**src/rtl/pal_sync_gen_if.sv**
```systemverilog
// pal_sync_gen_if: pixel inputs and sync/video outputs of the PAL sync generator.
interface pal_sync_gen_if;
    logic       red_in;
    logic       green_in;
    logic       blue_in;
    logic       csync_out;
    logic       red_out;
    logic       green_out;
    logic       blue_out;
    logic       active_out;
    logic       field_odd;
    logic [9:0] line_num;

    modport master (
        output red_in, green_in, blue_in,
        input  csync_out, red_out, green_out, blue_out, active_out, field_odd, line_num
    );

    modport slave (
        input  red_in, green_in, blue_in,
        output csync_out, red_out, green_out, blue_out, active_out, field_odd, line_num
    );
endinterface

```
**src/rtl/pal_sync_gen.sv**
```systemverilog
// pal_sync_gen: interlaced 625-line PAL composite sync and gated 1-bit RGB generator.
// All timing derives from one hcount/line counter pair; every output is registered.
module pal_sync_gen #(
    parameter int H_TOTAL   = 5184,
    parameter int HSYNC_LEN = 381,
    parameter int EQ_LEN    = 190,
    parameter int BROAD_LEN = 2211,
    parameter int ACT_START = 851,
    parameter int ACT_LEN   = 4212
) (
    input  logic          clk,
    input  logic          reset_n,
    pal_sync_gen_if.slave vid
);
    localparam int HW = $clog2(H_TOTAL + 1);
    localparam logic [HW-1:0] H_LAST = HW'(H_TOTAL - 1);
    localparam logic [HW-1:0] H_HALF = HW'(H_TOTAL / 2);
    localparam logic [HW-1:0] W_N    = HW'(HSYNC_LEN);
    localparam logic [HW-1:0] W_E    = HW'(EQ_LEN);
    localparam logic [HW-1:0] W_B    = HW'(BROAD_LEN);
    localparam logic [HW-1:0] A_BEG  = HW'(ACT_START);
    localparam logic [HW-1:0] A_END  = HW'(ACT_START + ACT_LEN);

    logic [HW-1:0] hcount_q, hcount_d, hoff, wid_a, wid_b;
    logic [9:0]    line_q, line_d, line_num_q;
    logic [2:0]    rgb_q, rgb_d;
    logic          csync_q, csync_d, active_q, active_d, field_q, slot_b, act_line;

    always_comb begin
        hcount_d = (hcount_q == H_LAST) ? '0 : hcount_q + 1'b1;
        line_d   = (hcount_q != H_LAST) ? line_q : (line_q == 10'd625) ? 10'd1 : line_q + 10'd1;
        // Pulse width of each half-line slot; zero width means no pulse in that slot.
        wid_a    = (line_q <= 10'd3 || line_q == 10'd314 || line_q == 10'd315) ? W_B
                 : (line_q <= 10'd5 || (line_q >= 10'd311 && line_q <= 10'd318) || line_q >= 10'd624) ? W_E
                 : W_N;
        wid_b    = (line_q <= 10'd2 || (line_q >= 10'd313 && line_q <= 10'd315)) ? W_B
                 : (line_q <= 10'd5 || (line_q >= 10'd311 && line_q <= 10'd317) || line_q >= 10'd623) ? W_E
                 : '0;
        slot_b   = hcount_q >= H_HALF;
        hoff     = slot_b ? hcount_q - H_HALF : hcount_q;
        csync_d  = hoff >= (slot_b ? wid_b : wid_a);
        act_line = (line_q >= 10'd23 && line_q <= 10'd310) || (line_q >= 10'd336 && line_q <= 10'd623);
        active_d = act_line && hcount_q >= A_BEG && hcount_q < A_END;
        rgb_d    = {vid.red_in, vid.green_in, vid.blue_in} & {3{active_d}};
    end

    always_ff @(posedge clk or negedge reset_n) begin
        if (!reset_n) begin
            hcount_q   <= '0;
            line_q     <= 10'd1;
            csync_q    <= 1'b1;
            rgb_q      <= 3'b000;
            active_q   <= 1'b0;
            field_q    <= 1'b1;
            line_num_q <= 10'd1;
        end else begin
            hcount_q   <= hcount_d;
            line_q     <= line_d;
            csync_q    <= csync_d;
            rgb_q      <= rgb_d;
            active_q   <= active_d;
            field_q    <= line_q <= 10'd312;
            line_num_q <= line_q;
        end
    end

    assign vid.csync_out  = csync_q;
    assign vid.red_out    = rgb_q[2];
    assign vid.green_out  = rgb_q[1];
    assign vid.blue_out   = rgb_q[0];
    assign vid.active_out = active_q;
    assign vid.field_odd  = field_q;
    assign vid.line_num   = line_num_q;
endmodule
```
**src/flat_wrapper.sv**
```systemverilog
// flat-port wrapper written by rule: the top's interface ports become plain ports
module pal_sync_gen_flat 
#(
    parameter int H_TOTAL   = 5184,
    parameter int HSYNC_LEN = 381,
    parameter int EQ_LEN    = 190,
    parameter int BROAD_LEN = 2211,
    parameter int ACT_START = 851,
    parameter int ACT_LEN   = 4212
)
  (clk, reset_n, vid_red_in, vid_green_in, vid_blue_in, vid_csync_out, vid_red_out, vid_green_out, vid_blue_out, vid_active_out, vid_field_odd, vid_line_num);
  pal_sync_gen_if vid_i ();
  input  logic clk;
  input  logic reset_n;
  input wire logic [$bits(vid_i.red_in)-1:0] vid_red_in;
  input wire logic [$bits(vid_i.green_in)-1:0] vid_green_in;
  input wire logic [$bits(vid_i.blue_in)-1:0] vid_blue_in;
  output wire logic [$bits(vid_i.csync_out)-1:0] vid_csync_out;
  output wire logic [$bits(vid_i.red_out)-1:0] vid_red_out;
  output wire logic [$bits(vid_i.green_out)-1:0] vid_green_out;
  output wire logic [$bits(vid_i.blue_out)-1:0] vid_blue_out;
  output wire logic [$bits(vid_i.active_out)-1:0] vid_active_out;
  output wire logic [$bits(vid_i.field_odd)-1:0] vid_field_odd;
  output wire logic [$bits(vid_i.line_num)-1:0] vid_line_num;
  assign vid_i.red_in = vid_red_in;
  assign vid_i.green_in = vid_green_in;
  assign vid_i.blue_in = vid_blue_in;
  assign vid_csync_out = vid_i.csync_out;
  assign vid_red_out = vid_i.red_out;
  assign vid_green_out = vid_i.green_out;
  assign vid_blue_out = vid_i.blue_out;
  assign vid_active_out = vid_i.active_out;
  assign vid_field_odd = vid_i.field_odd;
  assign vid_line_num = vid_i.line_num;
  pal_sync_gen #(.H_TOTAL(H_TOTAL), .HSYNC_LEN(HSYNC_LEN), .EQ_LEN(EQ_LEN), .BROAD_LEN(BROAD_LEN), .ACT_START(ACT_START), .ACT_LEN(ACT_LEN)) u_core (.clk(clk), .reset_n(reset_n), .vid(vid_i));
endmodule
```
**config.mk**
```make
export PLATFORM = sky130hd
export DESIGN_NAME = pal_sync_gen_flat
export DESIGN_NICKNAME = d
export VERILOG_FILES = /design/src/rtl/pal_sync_gen_if.sv /design/src/rtl/pal_sync_gen.sv /design/src/flat_wrapper.sv
export SDC_FILE = /design/constraint.sdc
export NUM_CORES = 1
export LEC_CHECK = 0
export ABC_AREA = 0
export BUFFER_PORTS_ARGS = -buffer_cell sky130_fd_sc_hd__buf_2
export CORE_UTILIZATION = 33
export DETAILED_ROUTE_END_ITERATION = 8
export PLACE_DENSITY = 0.47
export SLEW_MARGIN = 20
export SYNTH_ARGS = -nofsm -noshare
export SYNTH_HDL_FRONTEND = slang
export SYNTH_SLANG_ARGS = --single-unit
```
**constraint.sdc**
```tcl
create_clock -name clk -period 5.17 [get_ports clk]
set_input_delay 0.2585 -clock clk [delete_from_list [all_inputs] [get_ports clk]]
set_output_delay 0.2585 -clock clk [all_outputs]
set_load 0.02 [all_outputs]
```
# == Word level (Yosys, flattened, before mapping) ==
# Cells that the tools add are included.
# word_totals
reg_bits,39
elab_cells,58
# op_classes
mux,8
n_eq_ne,5
n_addsub,3
order_cmp,19
bitwise_logic,1
n_reduce_logical,15
# ops
cell,n
13-bit two-way mux,5
"10-bit by 9-bit <= comparator with 1-bit output, second input constant",5
"10-bit by 9-bit >= comparator with 1-bit output, second input constant",3
"10-bit by 9-bit equality test with 1-bit output, second input constant",2
"10-bit >= comparator, second input constant",2
"10-bit by 2-bit <= comparator with 1-bit output, second input constant",2
"13-bit by 1-bit adder with 13-bit output, second input constant",1
"13-bit equality test, second input constant",1
"13-bit by 10-bit >= comparator with 1-bit output, second input constant",1
"13-bit by 12-bit >= comparator with 1-bit output, second input constant",1
13-bit >= comparator,1
"13-bit < comparator, second input constant",1
"13-bit inequality test, second input constant",1
"13-bit by 12-bit subtractor with 13-bit output, second input constant",1
"10-bit by 1-bit adder with 10-bit output, second input constant",1
"10-bit equality test, second input constant",1
"10-bit by 5-bit >= comparator with 1-bit output, second input constant",1
"10-bit <= comparator, second input constant",1
"10-bit by 3-bit <= comparator with 1-bit output, second input constant",1
10-bit two-way mux,1
9-bit two-way mux,1
1-bit logical OR,8
8-bit two-way mux,1
1-bit logical AND,7
3-bit bitwise AND,1

# == Depth between registers and ports, before layout ==
# Gate-level depths: netlist (run 1).
# depth
ltp_word,8
ltp_mapped,15

# == Least setup slack after synthesis (run 1) ==
# OpenSTA, ideal clock, no wires.
# synth_path
kind,register to register
start,register u_core.hcount_q[0]
end,register u_core.csync_q (netlist: u_core.vid.csync_out)
path_slack_ns,2.262
setup_time_ns,0.088
path_buffers,0
required_ns,5.082
arrival_time_ns,2.819
stages_incl_launch_ff,13
cell_sequence,dfrtp_1 > inv_1 > ha_1 > or4b_4 > nor4b_4 > nor2_2 > or4_4 > xnor2_2 > ha_1 > a221oi_1 > nand4_1 > a21oi_1 > o211ai_1
# synth_between
elab_chain_cells,3
word_cells_on_any_way,5
cone_classes,add/sub (1); order compare (2); mux (2)
# synth_rtl
item,line,rtl
start: declaration,pal_sync_gen.sv:24,"logic [HW-1:0] hcount_q, hcount_d, hoff, wid_a, wid_b;"
start signal: assignment,pal_sync_gen.sv:57,hcount_q <= hcount_d;
13-bit by 12-bit subtractor with 13-bit output or 13-bit by 12-bit >= comparator with 1-bit output (tied branches),"pal_sync_gen.sv:40, pal_sync_gen.sv:39",
"13-bit two-way mux, on equally long branches","pal_sync_gen.sv:40, pal_sync_gen.sv:41",
13-bit >= comparator *,pal_sync_gen.sv:41,csync_d = hoff >= (slot_b ? wid_b : wid_a);
named net u_core.csync_d,pal_sync_gen.sv:27,"logic csync_q, csync_d, active_q, active_d, field_q, slot_b, act_line;"
end signal: assignment,pal_sync_gen.sv:59,csync_q <= csync_d;
end: declaration,pal_sync_gen.sv:27,
# Mark *: on every way through the listed nets, which the timed path passes. The rest lies on a longest branch.
# A chain may end at the register's enable or synchronous reset.

# == Worst setup path in the final report (run 1) ==
# layout_path
start,register u_core.hcount_q[5]
end,register u_core.csync_q (netlist: u_core.vid.csync_out)
# The elaborated chain is that of the path after synthesis.

==> results of run 1 <==
-- synthesized netlist by cell type, drive strengths merged, types with 2 or more instances --
library cell,n,share of area
a21boi,2,0.0059
a21o,4,0.012
a21oi,12,0.024
a221o,2,0.0079
a311o,2,0.0079
a31oi,4,0.0099
and2,5,0.012
and3,8,0.020
and4,3,0.010
buf,2,0.0035
clkbuf,18,0.027
dfrtp,35,0.35
dfstp,4,0.041
ha,19,0.094
inv,9,0.013
nand2,22,0.033
nand2b,3,0.0074
nand3,12,0.024
nand3b,2,0.0059
nand4,5,0.012
nor2,24,0.037
nor2b,2,0.0049
nor3,5,0.0099
nor3b,6,0.018
nor4,3,0.0074
nor4b,2,0.013
o2111ai,3,0.010
o211ai,2,0.0059
o21ai,16,0.032
o31ai,4,0.012
or2,3,0.0074
or4,4,0.013
xnor2,8,0.031
xor2,8,0.028
-- cell type report --
type                            instances  area (µm²)  area share
Inverter                                9       33.78     0.01206
Timing Repair Buffer                   20       100.1     0.03573
Sequential cell                        39       980.9      0.3502
Clock buffer                            6       82.58     0.02948
Tap cell                               99       123.9     0.04422
Clock inverter                          2       35.03     0.01251
Multi-Input combinational cell        211        1445      0.5159
-- power by group through the flow --
stage	Clock, mW	Sequential (mW)	Combinational, mW
3_5_place_dp	0	0.311	0.00821
4_1_cts	0.275	0.305	0.00813
6_report	0.269	0.305	0.00738
3_3_place_gp	0	0.311	0.00806
5_1_grt	0.291	0.305	0.00898
2_1_floorplan	0	0.311	0.000325
-- metal layers --
metal  vias up  wire length (µm)
met1       960              3022
met2        49              2481
met3         7               259
li1       1016                 -
met5         -                 0
met4         0                89
-- state kept, by name (all words and copies together), names as in the netlist --
| register | flops |
|---|---|
| u_core.vid.csync_out | 1 |
| u_core.rgb_q | 3 |
| u_core.vid.active_out | 1 |
| u_core.vid.field_odd | 1 |
| u_core.vid.line_num | 10 |
| u_core.hcount_q | 13 |
| u_core.line_q | 10 |
-- placed cells by master, fill, tap and decap left out, types with 3 or more instances in the layout --
cell and instances:
dfrtp_1 35, o21ai_0 7, and2_1 5, inv_1 9, dfstp_2 4, a21o_1 4, nor3_1 5, nor3b_1 6
o2111ai_1 3, buf_2 20, and4_1 3, a21oi_1 12, o31ai_1 4, xor2_1 8, nand4_1 5, nor2_1 23
nor4_1 3, nand2_1 22, o21ai_1 9, a31oi_1 4, and3_1 7, nand3_1 12, nand2b_1 3, xnor2_1 7
or4_1 3, ha_1 19, clkbuf_8 6
-- path summary, 6_finish.rpt --
check	end	slack, ps	from	depth (start not counted)
worst max-delay path	u_core.vid.csync_out$_DFF_PN1_	1870	u_core.hcount_q[5]$_DFF_PN0_	13
max in group asynchronous	u_core.hcount_q[5]$_DFF_PN0_	4540	reset_n	1
worst max register to register	u_core.vid.csync_out$_DFF_PN1_	1870	u_core.hcount_q[5]$_DFF_PN0_	13
min in group clk	u_core.rgb_q[2]$_DFF_PN0_	210	vid_red_in	2
worst min-delay path	u_core.vid.line_num[6]$_DFF_PN0_	80	reset_n	1
worst min register to register	u_core.vid.line_num[0]$_DFF_PN1_	420	u_core.line_q[0]$_DFFE_PN1N_	0
-- per-stage QoR --
stage	power [mW]	utilization	setup WS, ps	std cells	hold WS [ps]
finish	0.5812	0.3821	1873	386	78.71
global route	0.6044	0.3821	1413	386	156.9
CTS	0.5883	0.3821	1828	386	120.5
detailed placement	0.3191	0.3661	1878	378	408.2
global placement	0.3189	0.3661	1919	378	404.6
floorplan	0.3113	-	2262	279	-37.09
-- worst max-delay path: cells and delay by family (launching register included) --
family / cells / cell delay [ps]
buffers and inverters: 1 / 190
AOI/OAI and AO/OA: 6 / 1100
and+or+nand+nor: 4 / 980
adders and majority gates: 2 / 460
DFF: 1 / 470
-- cells by family after synthesis --
| kind of cell | after synthesis | synth area share |
|---|---|---|
| AO/OA/AOI/OAI | 61 | 0.1594 |
| XOR/XNOR | 16 | 0.05822 |
| adder cells (fa/ha/maj) | 19 | 0.09374 |
| buffers and inverters | 29 | 0.04341 |
| flip-flops | 39 | 0.3868 |
| multiplexers | 2 | 0.008387 |
| AND/OR/NAND/NOR | 113 | 0.2501 |
==> reports/metrics.yaml, run 1 <==
die:
  dieArea_um2: 8040
  fp.coreArea_um2: 7331
  die_w_um: 89.67
  fp-row-count: 31
  start_util: 0.3460
  ios: 21
  die_h_um: 89.67
setup_path:
  cpMaxStageDelayCell: "dfrtp_1"
  path_class: "reg -> reg"
  crit_fanout: 7
  critPathRequiredTime_ps: 5380
  slowest_delay_ps: 470
  arrival_ps: 3510
  endpoint_kind: "register"
  critPathLaunchType: "register"
  path_cells: "inv_1 > ha_1 > nor3b_1 > o21ai_1 > nor2_2 > nand4_1 > o21ai_1 > ha_1 > a21o_1 > a221oi_1 > nand4_1 > a21oi_1 > o211ai_1"
route:
  vias: 2032
  drc: 0
  wl_per_cell_um: 15.16
  dr.pass1.iters: 4
  first_iter_violations: 127
  wl_um: 5852
  antenna_left: 0
  detail_route.vias_per_cell: 5.264
power:
  power.leakage_nw: 1.298
  p_int_uw: 462.5
  ir_drop_mv: 0.09400
  power.density_nw_per_um2: 207.5
  netSwitchingFraction: 0.2042
  power_frac_comb: 0.013
  power_switching_uw: 118.7
  clockPowerShare: 0.463
  seqPwrFrac: 0.525
global_route:
  first_global_vias: 1841
  grt_use_met1: 0.2393
  use_met2: 0.2417
  antenna_found_initial: 0
  top_usage_layer: "met2"
  grt_pass1_wl_um: 9804
  grt_start_max_net_pins: 40
  globalRouteOverflowTotal: 0
  met3_usage: 0.03656
  track_usage: 0.1659
final_layout:
  n_antenna_cell: 0
  drive_gt1_frac: 0.1394
  area_delta_synth_final_pct: 10.46
  nNetsFinal: 310
  postLayoutCellArea_um2: 2801
  fillers: 748
cts:
  numCtsBuffers: 5
  hold_buffers: 0
  clock-sinks: 39
  cts_buffer_depth: 2
  postCtsSetupRepairBufs: 0
  cts.repair.resized: 0
  cts_tree: "yes"
  root_buffer: "clkbuf_8"
  worstSkewPairLatency_ps: 300
  clk_pin_slew_worst_paths_ps: 80
  htree_num_levels: 2
outcome:
  status: "complete, no violations"
sta:
  hold_viol: 0
  setup_violations: 0
  worst_pin_slew_ps: 886.7
  min_period_ps: 3297
  tns_ps: 0
  clock_skew_ps: 8.295
  drv_slew: 0
  max_slew_margin: 0.4089
  finalCritPeriodShare: 0.6377
  rsz0062_at_grt: "false"
  fmax_ghz: 0.3033
logic_synthesis:
  seq_area_frac_synth: 0.3868
  synth_ff_type: "dfrtp_1"
  syn-num-nets: 303
  yosys_register_bits: 39
  netlist_area_um2: 2536
  syn-mean-instance-area_um2: 9.090
  synthCells: 279
  synth_edf_count: 0
  ys_types: 58
  synthArstFlopShare: 1.000
  yosysWarnings: 0
placement:
  port_buffers: 20
  finalWeightedCongestion: 0.7583
  dp_hpwl_um: 4140
  place_area_um2: 2684
worst_hold_path:
  hold_path_class: "in -> async"
flow_run:
  cap_violations: 0
Power figures use the tool's default switching activity.
==> run 2, diff against run 1 <==
--- a/config.mk
+++ b/config.mk
@@ -9,7 +9,7 @@
 export BUFFER_PORTS_ARGS = -buffer_cell sky130_fd_sc_hd__buf_2
 export CORE_UTILIZATION = 33
 export DETAILED_ROUTE_END_ITERATION = 8
-export PLACE_DENSITY = 0.47
+export PLACE_DENSITY = 0.49
 export SLEW_MARGIN = 20
 export SYNTH_ARGS = -nofsm -noshare
 export SYNTH_HDL_FRONTEND = slang
==> constraint.sdc (replaced) <==
create_clock -name clk -period 2.9 [get_ports clk]
set_input_delay 0.145 -clock clk [delete_from_list [all_inputs] [get_ports clk]]
set_output_delay 0.145 -clock clk [all_outputs]
set_load 0.02 [all_outputs]
==> run 2 against run 1 <==
  * Clock skew about the same
  * Sequential share of layout area is 4.1 points lower
  * Combinational power is 95% higher
  * Maximum frequency increased by 11%
  * Die area stayed put
  * Sequential cell count unchanged
  * Non-clock buffer count rose by 48
  * Highest routed layer unchanged
  * Power rose by 79%
  * Critical path depth is 1 lower
  * Count of clock-buffer cells in the layout decreased by 1
  * The flow now finishes with violations (negative setup slack)
  * Clock power up 79%
  * Hold slack better by 7.5 ps
==> reports/metrics.yaml, run 2 (same netlist as run 1, synthesis figures left out) <==
sta:
  worst_pin_slew_ps: 904.9  # +18.25 ps
  drv_slew: 0  # unchanged
  finalWorstSetupSlack_ps: -64.84  # -1938 ps
  tns_ps: -64.84  # -64.84 ps
  min_period_ps: 2965  # -332.0 ps
  clock_skew_ps: 8.620  # +0.3253 ps
  max_slew_margin: 0.3967  # -0.01216
  finalCritPeriodShare: 1.022  # +0.3847
  setup_violations: 1  # +1
  rsz0062_at_grt: "true"
  holdWs_ps: 86.17  # +7.458 ps
  fmax_ghz: 0.3373  # +11%
  hold_viol: 0  # unchanged
setup_path:
  critPathRequiredTime_ps: 3130  # -2250 ps
  crit_fanout: 3  # -4
  arrival_ps: 3190  # -320 ps
  endpoint_kind: "register"
  r2r_start: "u_core.hcount_q[0]$_DFF_PN0_"
  r2r_cells: 12  # -1
  path_class: "reg -> reg"
  r2r-end: "u_core.vid.csync_out$_DFF_PN1_"
  critPathLaunchType: "register"
  regToRegSetupSlack_ps: -60  # -1940 ps
power:
  p_total_mw: 1.040  # +79%
  clockPowerShare: 0.463  # about the same
  ir_drop_mv: 0.1617  # +72%
  p_int_uw: 806.2  # +74%
  seqPwrFrac: 0.523  # -0.002
  power.density_nw_per_um2: 327.1  # +58%
  power_switching_uw: 233.4  # +97%
  power_frac_comb: 0.014  # about the same
  netSwitchingFraction: 0.2245  # +0.02029
  power.leakage_nw: 1.538  # +18%
final_layout:
  layout_commonest_cell: "buf_4"
  area_delta_synth_final_pct: 25.31
  seq_area_um2: 980.9  # unchanged
  postLayoutCellArea_um2: 3178  # +13%
  nNetsFinal: 358  # +15%
  drive_gt1_frac: 0.2687  # +0.1293
  finalNonFillerCells: 434  # +12%
  fillers: 700  # -6.4%
  fin_util: 0.4335  # +0.05137
  multi_input_area_um2: 1461  # +1.1%
  largest_reg_flops: 13  # unchanged
  final_cell_mix: "buf_4 (47), dfrtp_1 (35), nor2_1 (23)"
  regMostFlops: "u_core.hcount_q"
  n_antenna_cell: 0  # unchanged
placement:
  dp_hpwl_um: 4772  # +15%
  place_area_um2: 3037  # +13%
  dp_cells: 425  # +12%
  port_buffers: 20  # unchanged
  finalWeightedCongestion: 0.8247  # +8.8%
  pre_cts_ws_ps: -77.34  # -1956 ps
global_route:
  grt_start_max_net_pins: 40  # unchanged
  met3_usage: 0.02468  # -0.01188
  track_usage: 0.1784  # +0.01247
  top_usage_layer: "met2"
  first_global_vias: 2095  # +14%
  globalRouteOverflowTotal: 0  # unchanged
  use_met2: 0.2638  # +0.02204
  grt_pass1_wl_um: 10670  # +8.8%
  antenna_found_initial: 0  # unchanged
  grt_use_met1: 0.2628  # +0.02350
cts:
  root_buffer: "clkbuf_8"
  cts_tree: "yes"
  worstSkewPairLatency_ps: 300  # about the same
  clk_pin_slew_worst_paths_ps: 90  # about the same
  htree_num_levels: 2  # unchanged
  clock-sinks: 39  # unchanged
  cts_buffer_depth: 2  # unchanged
  numCtsBuffers: 5  # unchanged
outcome:
  violations: "negative setup slack"
  status: "finished, violations left"
worst_hold_path:
  hold_end: "u_core.rgb_q[0]$_DFF_PN0_"
  whs_path_depth: 2
  min-delay-start: "vid_blue_in"
  hold_path_class: "in -> reg"
die:
  start_util: 0.3460  # unchanged
  die_h_um: 89.67  # unchanged
  die_w_um: 89.67  # unchanged
  fp-row-count: 31  # unchanged
  ios: 21  # unchanged
  dieArea_um2: 8040  # unchanged
  fp.coreArea_um2: 7331  # unchanged
route:
  vias: 2244  # +10%
  wl_per_cell_um: 14.93  # -1.5%
  antenna_left: 0  # unchanged
  wl_um: 6480  # +11%
  dr.pass1.iters: 4  # unchanged
  first_iter_violations: 226  # +78%
  detail_route.vias_per_cell: 5.171  # -1.8%
  drc: 0  # unchanged
flow_run:
  cap_violations: 0  # unchanged
run 2: per-layer routing:
| layer | wire, µm | share of wire |
|---|---|---|
| met5 | 0 | 0 |
| met4 | 116 | 0.018 |
| met3 | 246 | 0.038 |
| met2 | 2797 | 0.43 |
| met1 | 3318 | 0.51 |
run 2: cell type report:
cell class,instances,share of cell area
clock inverter,3,0.01457
sequential,39,0.3087
clock buffer,5,0.02165
timing repair buffer,68,0.1457
tap,99,0.03898
inverter,9,0.01063
multi-input combinational,211,0.4598
run 2: critical path: stages, from the launching register on:
cell      delay, ps
dfrtp_1         380
inv_1            70
ha_1            140
or4b_4          470
nor4b_4         270
nor2_2           80
or4_4           430
xnor2_2         140
ha_1            310
a221oi_2        240
nand4_1         100
a21oi_1         150
o211ai_1        110
run 2: power by group through the flow:
stage / clock, mW / combinational (mW) / sequential [mW]
final: 0.482 / 0.0144 / 0.544
after global routing: 0.517 / 0.0175 / 0.544
after CTS: 0.499 / 0.0154 / 0.544
after detailed placement: 0 / 0.0143 / 0.554
after global placement: 0 / 0.0138 / 0.554
after floorplan: 0 / 0.000578 / 0.554
run 2: timing repair:
action	4_1_cts	5_1_grt
hold buffers	1	0
gates resized for setup	1	2
endpoints found under the setup margin	1	1
hold endpoints to repair	22	0
setup buffers	0	0
run 2: how the worst max path moves through the flow:
| stage | start | end | slack, ps | cells past startpoint |
|---|---|---|---|---|
| 3_5_place_dp | u_core.hcount_q[0]$_DFF_PN0_ | u_core.vid.csync_out$_DFF_PN1_ | -80 | 12 |
| 6_report | u_core.hcount_q[0]$_DFF_PN0_ | u_core.vid.csync_out$_DFF_PN1_ | -60 | 12 |
| 4_1_cts | u_core.hcount_q[0]$_DFF_PN0_ | u_core.vid.csync_out$_DFF_PN1_ | -70 | 12 |
| 3_3_place_gp | u_core.hcount_q[0]$_DFF_PN0_ | u_core.vid.csync_out$_DFF_PN1_ | -9 | 12 |
| 5_1_grt | u_core.hcount_q[0]$_DFF_PN0_ | u_core.vid.csync_out$_DFF_PN1_ | -220 | 12 |
| 2_1_floorplan | u_core.hcount_q[0]$_DFF_PN0_ | u_core.vid.csync_out$_DFF_PN1_ | -8 | 12 |
